===== src/rtl/dispenser_controller.sv =====
// Dispense back end: queues release strobes, drives one motor at a time,
// confirms each drop on the item sensor and latches a jam fault on timeout.
module dispenser_controller #(
  parameter int FIFO_DEPTH     = 4,
  parameter int TIMEOUT_CYCLES = 1000,
  parameter int SETTLE_CYCLES  = 4
) (
  input  logic                          CLK,
  input  logic                          RST,
  input  logic                          LR1,
  input  logic                          LR2,
  input  logic                          LL,
  input  logic                          SENS,
  output logic                          MOT1,
  output logic                          MOT2,
  output logic                          MOTL,
  output logic                          DONE,
  output logic                          OVF,
  output logic                          FAULT,
  output logic                          BUSY,
  output logic [$clog2(FIFO_DEPTH):0]   PEND
);

  localparam int AW = $clog2(FIFO_DEPTH);
  localparam logic [AW:0]  FULL     = (AW+1)'(FIFO_DEPTH);
  localparam logic [15:0]  TMO_LAST = 16'(TIMEOUT_CYCLES - 1);
  localparam logic [15:0]  STL_LAST = 16'(SETTLE_CYCLES);

  typedef enum logic [1:0] {
    ST_IDLE,
    ST_DRIVE,
    ST_SETTLE,
    ST_FAULT
  } state_t;

  state_t        state;
  logic [1:0]    fifo [FIFO_DEPTH];
  logic [AW-1:0] wr_ptr;
  logic [AW-1:0] rd_ptr;
  logic [AW:0]   count;
  logic [1:0]    cur;
  logic [15:0]   timer;

  logic       strobe;
  logic [1:0] req;
  logic       pop;
  logic       to_fault;
  logic       push;
  logic       drop;

  always_comb begin
    req = 2'b01;
    priority case (1'b1)
      LL:      req = 2'b11;
      LR2:     req = 2'b10;
      default: req = 2'b01;
    endcase
  end

  assign strobe   = LR1 | LR2 | LL;
  assign pop      = (state == ST_IDLE) && (count != '0);
  assign to_fault = (state == ST_DRIVE) && !SENS && (timer == TMO_LAST);
  assign push     = strobe && !to_fault && (state != ST_FAULT) &&
                    ((count != FULL) || pop);
  assign drop     = strobe && !push;

  always_ff @(posedge CLK) begin
    if (RST) begin
      state  <= ST_IDLE;
      wr_ptr <= '0;
      rd_ptr <= '0;
      count  <= '0;
      cur    <= 2'b00;
      timer  <= '0;
      DONE   <= 1'b0;
      OVF    <= 1'b0;
    end else begin
      DONE <= 1'b0;
      OVF  <= drop;
      if (push) begin
        fifo[wr_ptr] <= req;
        wr_ptr       <= wr_ptr + 1'b1;
      end
      if (pop)
        rd_ptr <= rd_ptr + 1'b1;
      count <= count + (AW+1)'(push) - (AW+1)'(pop);
      unique case (state)
        ST_IDLE: begin
          if (count != '0) begin
            cur   <= fifo[rd_ptr];
            timer <= '0;
            state <= ST_DRIVE;
          end
        end
        ST_DRIVE: begin
          if (SENS) begin
            timer <= '0;
            DONE  <= 1'b1;
            state <= ST_SETTLE;
          end else if (timer == TMO_LAST) begin
            wr_ptr <= '0;
            rd_ptr <= '0;
            count  <= '0;
            state  <= ST_FAULT;
          end else begin
            timer <= timer + 16'd1;
          end
        end
        ST_SETTLE: begin
          // DONE cycle followed by SETTLE_CYCLES quiet cycles
          if (timer == STL_LAST)
            state <= ST_IDLE;
          else
            timer <= timer + 16'd1;
        end
        ST_FAULT: state <= ST_FAULT;
      endcase
    end
  end

  assign MOT1  = (state == ST_DRIVE) && (cur == 2'b01);
  assign MOT2  = (state == ST_DRIVE) && (cur == 2'b10);
  assign MOTL  = (state == ST_DRIVE) && (cur == 2'b11);
  assign FAULT = (state == ST_FAULT);
  assign BUSY  = (state != ST_IDLE) || (count != '0);
  assign PEND  = count;

endmodule


===== config.mk =====
export PLATFORM = sky130hd
export DESIGN_NAME = dispenser_controller
export DESIGN_NICKNAME = d
export VERILOG_FILES = /design/src/rtl/dispenser_controller.sv
export SDC_FILE = /design/constraint.sdc
export NUM_CORES = 1
export LEC_CHECK = 0
export ABC_AREA = 0
export BUFFER_PORTS_ARGS = -buffer_cell sky130_fd_sc_hd__clkbuf_2
export CELL_PAD_IN_SITES_DETAIL_PLACEMENT = 1
export CELL_PAD_IN_SITES_GLOBAL_PLACEMENT = 1
export CORE_ASPECT_RATIO = 0.8
export CORE_MARGIN = 2
export CORE_UTILIZATION = 51
export CTS_BUF_LIST = sky130_fd_sc_hd__clkbuf_4
export DETAILED_ROUTE_END_ITERATION = 10
export PLACE_DENSITY_LB_ADDON = 0.1
export SLEW_MARGIN = 20
export SYNTH_ARGS = -nofsm -noshare
export SYNTH_HDL_FRONTEND = slang
export SYNTH_SLANG_ARGS = --single-unit

===== constraint.sdc =====
create_clock -name CLK -period 4.57 [get_ports CLK]
set_clock_uncertainty 0.05 [all_clocks]
set_input_delay 1.371 -clock CLK [delete_from_list [all_inputs] [get_ports CLK]]
set_output_delay 1.371 -clock CLK [all_outputs]
set_load 0.01 [all_outputs]

### Yosys cells after proc, flatten, opt, wreduce, memory -nomap -nowiden

Memories as Yosys holds them, arrays and structs flattened. A register that Yosys moved wholly into a read port is not among the register bits.
Cells that the tools add are included.

| word-level totals | value |
|---|---|
| bits in registers | 27 |
| bits in writable memories | 8 |
| output and inout bits | 10 |
| word-level logic and storage cells | 81 |
| memories kept | 1 |

| operators by class | value |
|---|---|
| $add $sub $neg | 5 |
| eq/ne operators | 15 |
| multiplexer cells | 27 |
| bitwise gates (word level) | 3 |
| reduce and logical (&&, ||, !) cells | 23 |

Memory list:

| memory | words | width | read ports | clocked after Yosys merged registers in | wr ports | RTL line | text |
|---|---|---|---|---|---|---|---|
| fifo | 4 | 2 | 1 | 1 | 1 | 37 | `logic [1:0] fifo [FIFO_DEPTH];` |

Operator list:

| cell | number |
|---|---|
| $mux W16 | 4 |
| $pmux W16 S3 | 1 |
| $mux W2 | 14 |
| $add A16 B1 Y16 const B | 1 |
| $eq A16 B10 Y1 const B | 1 |
| $eq A16 B3 Y1 const B | 1 |
| $logic_and A1 B1 Y1 | 10 |
| $mux W3 | 3 |
| $ne A3 B3 Y1 const B | 3 |
| $eq A2 B2 Y1 const B | 4 |
| $pmux W2 S4 | 1 |
| $ne A2 B2 Y1 const B | 3 |
| $reduce_bool A3 Y1 | 2 |
| $add A2 B1 Y2 const B | 2 |
| $eq A2 B1 Y1 const B | 2 |
| $mux W1 | 4 |
| $reduce_and A4 Y1 | 1 |
| $add A3 B1 Y3 | 1 |
| $logic_not A1 Y1 | 3 |
| $reduce_and A3 Y1 | 1 |
| $sub A3 B1 Y3 | 1 |
| $logic_not A2 Y1 | 1 |
| $logic_or A1 B1 Y1 | 2 |
| $ne A2 B1 Y1 const B | 1 |
| other kinds (5) | 6 |

### Depth between registers and ports, before layout

Gate-level depths: netlist of the first run.

| logic depth | value |
|---|---|
| depth after elaboration | 12 |
| gate-level depth with buffers | 13 |

### Worst setup path before layout of the first run

OpenSTA, ideal clock, no wires.

| timing path | value |
|---|---|
| path type | input to register |
| start point | in LL |
| end point | reg count[2], in the netlist PEND[2] |
| setup time | 128 ps |
| arrival | 3,352 ps |
| required time | 4,392 ps |
| slack | 1,040 ps |
| cell stages on the path | 12 |
| buffers on the path | 0 |
| cell sequence | or2_2 -> nor2_1 -> nor3_1 -> o21ai_0 -> ha_1 -> inv_1 -> ha_1 -> inv_1 -> fa_1 -> xor2_1 -> xnor2_1 -> nor2_1 |

| on the way | value |
|---|---|
| longest elaborated chain between the ends | 9 |

RTL lines:

| element | RTL line | text |
|---|---|---|
| from (decl) | 12 | `input logic LL,` |
| $or A1 B1 Y1 * | 60 | `assign strobe = LR1 \| LR2 \| LL;` |
| $logic_and A1 B1 Y1 * (3 in series) | 63 | `assign push = strobe && !to_fault && (state != ST_FAULT) &&` |
| $add A3 B1 Y3 * | 86 | `count <= count + (AW+1)'(push) - (AW+1)'(pop);` |
| $sub A3 B1 Y3 * | 86 |  |
| $mux W3 | 100 | `end else if (timer == TMO_LAST) begin` |
| $mux W3 | 96 | `if (SENS) begin` |
| $mux W3 * | 87 | `unique case (state)` |
| to (signal assigned) | 86 |  |
| to (decl) | 40 | `logic [AW:0] count;` |

Every way passes the cells marked *; elsewhere a longest branch is shown, timed or not.
A chain may end at the register's enable or synchronous reset.

### Final worst setup path of the first run

| timing path | value |
|---|---|
| start point | in LR2 |
| end point | reg count[2], in the netlist PEND[2] |

| on the way | value |
|---|---|
| longest elaborated chain between the ends | 10 |

RTL lines:

| element | RTL line | text |
|---|---|---|
| from (decl) | 11 | `input logic LR2,` |
| $or A1 B1 Y1 * (2 in series) | 60 |  |
| $logic_and A1 B1 Y1 * (3 in series) | 63 |  |
| $add A3 B1 Y3 * | 86 |  |
| $sub A3 B1 Y3 * | 86 |  |
| $mux W3 | 100 |  |
| $mux W3 | 96 |  |
| $mux W3 * | 87 |  |

Marked as above.

==> impl_metrics.yaml, run 1 <==
outcome:
  status: "complete, no violations"
logic_synthesis:
  synth_edf_count: 8
  seq_area_frac_synth_pct: 40.4
  yosys.area.top_type: "dfxtp_1"
  yosys.area_share.xor_xnor_pct: 2.16
  synth_top_area_share_pct: 28.6
  yosys_most_used_dff: "dfxtp_1"
  synth_fa_ha_area_share_pct: 8.38
  synth_nets: 243
  ys_warn_count: 0
  synth_compound_area_share_pct: 16.8
  synth_mux_area_share_pct: 2.71
  syn_inst: 224
  synth_cell_types: 48
  ys_ff_latch: 37
  synth-simple-area-share_pct: 26.1
  avgSynthCellArea_um2: 9.06
  synth_top_family_by_area: "simple AND/OR/NAND/NOR gates"
  async_flop_share_pct: 0
  synthTopCellsByArea: "dfxtp_1 29%, edfxtp_1 12%, ha_1 7.4%, a21oi_1 3.9%, nor2_1 3.7%"
  syn-cell-area_um2: 2030
floorplanning:
  die_w_um: 74.5
  die-height_um: 60.4
  die-area_um2: 4500
  initial_core_util_pct: 53.4
  std_cell_rows: 20
  io_pins: 16
  core_um2: 3800
detailed_routing:
  avgRoutedWirePerCell_um: 18.4
  drtIter0Drc: 144
  avgViaCountPerCell: 6.13
  postRouteAntennaNets: 0
  num_vias: 1826
  drt_first_pass_iters: 5
  drc_errors: 0
  wirelength_um: 5480
clock_tree:
  h-tree-depth: 2
  clk_pin_slew_worst_paths_ps: 120
  cts_tree: "done"
  clock_latency_ps: 360
  clockRootBuffer: "clkbuf_4"
  ctsResizeCount: 0
  cts.path.max_buffers: 2
  cts_sinks: 37
  cts_setup_buffers: 0
  cts_hold_buf: 0
  cts_buffers: 5
worst_setup_path:
  cp-end-kind: "flip-flop"
  crit_required_ps: 4760
  crit_path_start: "LR2"
  slowest_delay_ps: 510
  cp.arrival_ps: 3740
  critPathLaunchType: "primary input"
  crit_type: "primary input to flip-flop"
  worstReg2RegStart: "state[0]"
  cp_slowest_cell: "nor3_1"
  crit_buf_inv: 3
  path_delay_family: "adder cells"
  path_cells: "clkbuf_2 > or2_2 > nor2_1 > nor3_1 > o21ai_0 > ha_1 > inv_1 > ha_1 > inv_1 > fa_1 > xor2_1 > xnor2_1 > nor2_1"
  crit_fanout: 7
timing:
  fin_crit_ps: 3540
  rsz0062_at_grt: "no"
  tns_ps: 0
  drv_slew: 0
  final-hold-violation-count: 0
  setup_viol: 0
  fmax_mhz: 282
  slew-limit-headroom_pct: 55.3
  worst_pin_slew_ps: 671
  post-route-period-util_pct: 77.5
layout:
  layout.nets: 261
  drive_above_1_share_pct: 12.8
  n_antenna_cell: 0
  stdcell_count: 298
  syn2layout_area_growth_pct: 9.43
  design_area_um2: 2220
placement:
  place_hpwl_um: 4010
  port_buffers: 15
  placedInstanceArea_um2: 2170
  dp.cells: 290
  place_congestion: 0.921
hold_path:
  hold_path_class: "flip-flop to flip-flop"
  min-delay-start: "cur[0]"
global_routing:
  overflow: 0
  grt_pass1_vias: 1788
  grt_pass1_wl_um: 9050
  antenna_found_initial: 0
  grt.total_usage_pct: 26.8
  grt_max_degree: 24
power_and_ir_drop:
  power_density_nw_per_um2: 478
  ir_drop_v: 0.000251
  p_leak_nw: 0.859
flow_run:
  max_cap_violations: 0
-- cell type report --
cell class	count	area [um^2]
fillers	472	1580
multi-input cells	170	1140
flip-flops and latches	37	821
repair buffers	18	97.6
well taps	55	68.8
clock buffers	5	37.5
inverters	10	37.5
clock inverters	3	17.5
-- logic make-up (layout without fill, tap and decap cells) --
family | after synthesis | count (layout)
AO/OA/AOI/OAI | 53 | 53
XOR/XNOR | 5 | 5
adder cells (fa/ha/maj) | 13 | 13
buffers and inverters | 17 | 36
flip-flops | 37 | 37
multiplexers | 3 | 3
AND/OR/NAND/NOR | 96 | 96
-- metal layers --
layer  track usage, %  share of wire [%]
met4             8.42               0.29
met2             39.9                 45
met3             4.98                6.3
met5                0                  0
met1             39.8                 48
-- sequential cells by signal, summed over array words and instances, names as in the netlist, 2 cells and up --
register / count
timer: 16
PEND: 3
rd_ptr: 2
state: 2
wr_ptr: 2
cur: 2
fifo: 8
-- cells in the final DEF, fill, tap and decap left out, types with 5 or more instances in the layout --
master    synthesis  routed
and3_1           11      11
clkbuf_4          0       5
a21oi_1          16      16
o21ai_0           7       7
edfxtp_1          8       8
or4_1             5       5
o31ai_1           8       8
nand2_1          17      17
ha_1             12      12
nor3_1            6       6
a31oi_1           6       6
nor2_1           20      20
nand3_1           8       8
clkbuf_2          0      15
inv_1            10      10
dfxtp_1          29      29
nand4_1           6       6
-- worst register-to-register path: cells and delay by family, from the launching register on --
| kind | cells | cell delay [ps] |
|---|---|---|
| flops | 1 | 370 |
| simple gates | 3 | 720 |
| fa+ha+maj | 4 | 1180 |
| xor+xnor | 2 | 320 |
| buf+inv | 3 | 230 |
| compound gates | 1 | 250 |
-- report_power, final --
| part | switching, mW | internal, mW |
|---|---|---|
| clock network | 0.121 | 0.0580 |
| logic | 0.272 | 0.170 |
| registers | 0.0516 | 0.389 |
-- through the flow --
stage	hold WS (ps)	utilization [%]	power (mW)	worst slack [ps]
final	459	58.4	1.06	1030
after global routing	480	58.4	1.13	758
after CTS	459	58.4	1.06	1050
after detailed placement	440	56.9	0.879	651
after global placement	420	56.9	0.849	793
after floorplan	404	-	0.737	1040
-- worst paths after layout --
kind	end	slack, ps	cells after the start
max	PEND[2]	1030	13
max reg2reg	PEND[2]	1330	13
min	cur[0]	460	2
min reg2reg	cur[0]	460	2
-- cells in the mapped netlist, drive strengths merged, types with 5 or more instances --
| master | n |
|---|---|
| edfxtp | 8 |
| inv | 10 |
| or4 | 5 |
| and3 | 11 |
| nand4 | 6 |
| o21ai | 9 |
| nor3 | 6 |
| a31oi | 6 |
| nand2 | 17 |
| nor2 | 20 |
| a21oi | 16 |
| o31ai | 8 |
| nand3 | 9 |
| ha | 12 |
| dfxtp | 29 |
No activity file was read; power rests on OpenSTA's default activity.
==> inputs of run 2 (changes only) <==
--- a/config.mk
+++ b/config.mk
@@ -11,7 +11,7 @@
 export CELL_PAD_IN_SITES_GLOBAL_PLACEMENT = 1
 export CORE_ASPECT_RATIO = 0.8
 export CORE_MARGIN = 2
-export CORE_UTILIZATION = 51
+export CORE_UTILIZATION = 47
 export CTS_BUF_LIST = sky130_fd_sc_hd__clkbuf_4
 export DETAILED_ROUTE_END_ITERATION = 10
 export PLACE_DENSITY_LB_ADDON = 0.1
==> constraint.sdc (replaced) <==
create_clock -name CLK -period 3.3 [get_ports CLK]
set_clock_uncertainty 0.05 [all_clocks]
set_input_delay 0.99 -clock CLK [delete_from_list [all_inputs] [get_ports CLK]]
set_output_delay 0.99 -clock CLK [all_outputs]
set_load 0.01 [all_outputs]
==> run 2 against run 1 <==
Combinational power rose by 37%; setup slack lost 620 ps; global-route usage fell by 3.9 points; die area is 8.0% higher; sequential power up 38%; critical path type is now flip-flop to flip-flop; critical endpoint unchanged.
==> impl_metrics.yaml, run 2 (synthesis results as in run 1) <==
detailed_routing:
  drtIter0Drc: 166
  route.met2.wl_um: 2360
  drc_errors: 0
  avgRoutedWirePerCell_um: 17.5
  avgViaCountPerCell: 5.97
  num_vias: 1803
  wl_met3_um: 132
  drt_first_pass_iters: 4
  postRouteAntennaNets: 0
  wirelength_um: 5290
  top_layer: "met4"
  met1Wirelength_um: 2750
worst_setup_path:
  slowest_delay_ps: 420
  cp-end-kind: "flip-flop"
  cp.arrival_ps: 3070
  crit_required_ps: 3470
  critPathLaunchType: "flip-flop"
  crit_fanout: 8
  ff2ff_path_depth: 13
  cp_slowest_cell: "dfxtp_1"
  crit_type: "flip-flop to flip-flop"
  path_cells: "inv_1 > ha_1 > nor4b_1 > nor3_1 > o21ai_0 > ha_1 > inv_1 > ha_1 > inv_1 > fa_1 > xor2_1 > xnor2_1 > nor2_1"
timing:
  rsz0062_at_grt: "no"
  fmax_mhz: 345
  fin_crit_ps: 2900
  worst_pin_slew_ps: 799
  setup_viol: 0
  post-route-period-util_pct: 87.7
  final-hold-violation-count: 0
  tns_ps: 0
  slew-limit-headroom_pct: 46.4
  timing.hold.ws_ps: 457
  drv_slew: 0
layout:
  stdcell_count: 302
  syn2layout_area_growth_pct: 10.3
  layout_commonest_cell: "dfxtp_1"
  layout.nets: 263
  largest_reg_flops: 16
  drive_above_1_share_pct: 13.5
  n_antenna_cell: 0
  final_cell_mix: "29 x dfxtp_1, 20 x nor2_1, 17 x nand2_1, 16 x a21oi_1, 15 x clkbuf_2"
  largest_register: "timer"
  final_util_pct: 53.6
  fill_cells: 487
floorplanning:
  initial_core_util_pct: 48.6
  std_cell_rows: 21
  io_pins: 16
  die_w_um: 77.5
  die-area_um2: 4860
  die-height_um: 62.8
  core_um2: 4180
hold_path:
  min_path_cells: 2
  hold_path_class: "flip-flop to flip-flop"
outcome:
  status: "complete, no violations"
global_routing:
  overflow: 0
  grt_max_degree: 24
  grt_pass1_vias: 1834
  grt_pass1_wl_um: 8870
  antenna_found_initial: 0
  grt.total_usage_pct: 23.0
clock_tree:
  h-tree-depth: 2
  cts_buffers: 5
  cts_setup_buffers: 0
  cts_tree: "done"
  cts_hold_buf: 0
  cts_sinks: 37
  ctsResizeCount: 0
  cts.path.max_buffers: 2
  clk_pin_slew_worst_paths_ps: 120
  clock_latency_ps: 340
  clockRootBuffer: "clkbuf_4"
power_and_ir_drop:
  ir_drop_v: 0.000566
  power_density_nw_per_um2: 652
  p_leak_nw: 0.873
  power_mw: 1.46
placement:
  dp.cells: 294
  place_hpwl_um: 3940
  port_buffers: 15
  place_congestion: 0.811
flow_run:
  max_cap_violations: 0
-- run 2: changes by cell type in the layout (fill, tap and decap cells not counted) --
cell,previous run,this run
buf_4,3,5
clkbuf_4,5,6
clkinvlp_4,1,0
-- run 2: worst max-delay path, delay by kind of cell, from the launching register on --
family	cells	cell delay, ps
flip-flops	1	420
AND/OR/NAND/NOR	3	570
AO/OA/AOI/OAI	1	130
adder cells (fa/ha/maj)	4	1080
buffers and inverters	3	230
XOR/XNOR	2	310
-- run 2: path summary, 6_finish.rpt --
kind / startpoint / to / slack (ps)
setup reg to reg: state[0] / PEND[2] / 400
hold / removal: cur[0] / cur[0] / 460
setup / recovery: state[0] / PEND[2] / 400
hold reg to reg: cur[0] / cur[0] / 460
-- run 2: final cells by class --
class                   count  area (um^2)  share of cell area, %
clock buffers               6         45.0                   2.01
flip-flops and latches     37          821                   36.7
multi-input cells         170         1140                   51.0
repair buffers             20          113                   5.03
clock inverters             2         10.0                  0.447
well taps                  57         71.3                   3.19
inverters                  10         37.5                   1.68
-- run 2: metrics by stage --
step | setup slack [ps] | instance area, um^2
2_1_floorplan | 151 | 2030
3_3_place_gp | 184 | 2180
3_5_place_dp | 84.2 | 2180
4_1_cts | 422 | 2240
5_1_grt | 191 | 2240
6_report | 404 | 2240
-- run 2: power breakdown --
group,switching (mW),internal (mW)
combinational,0.367,0.239
sequential,0.0683,0.539
clock,0.155,0.0895
total,0.591,0.868
-- run 2: layer usage --
metal / vias up / global-route usage (%)
met1: 893 / 33.1
met2: 26 / 35.1
met4: 0 / 6.03
li1: 877 / -
met5: - / 0
met3: 7 / 4.91
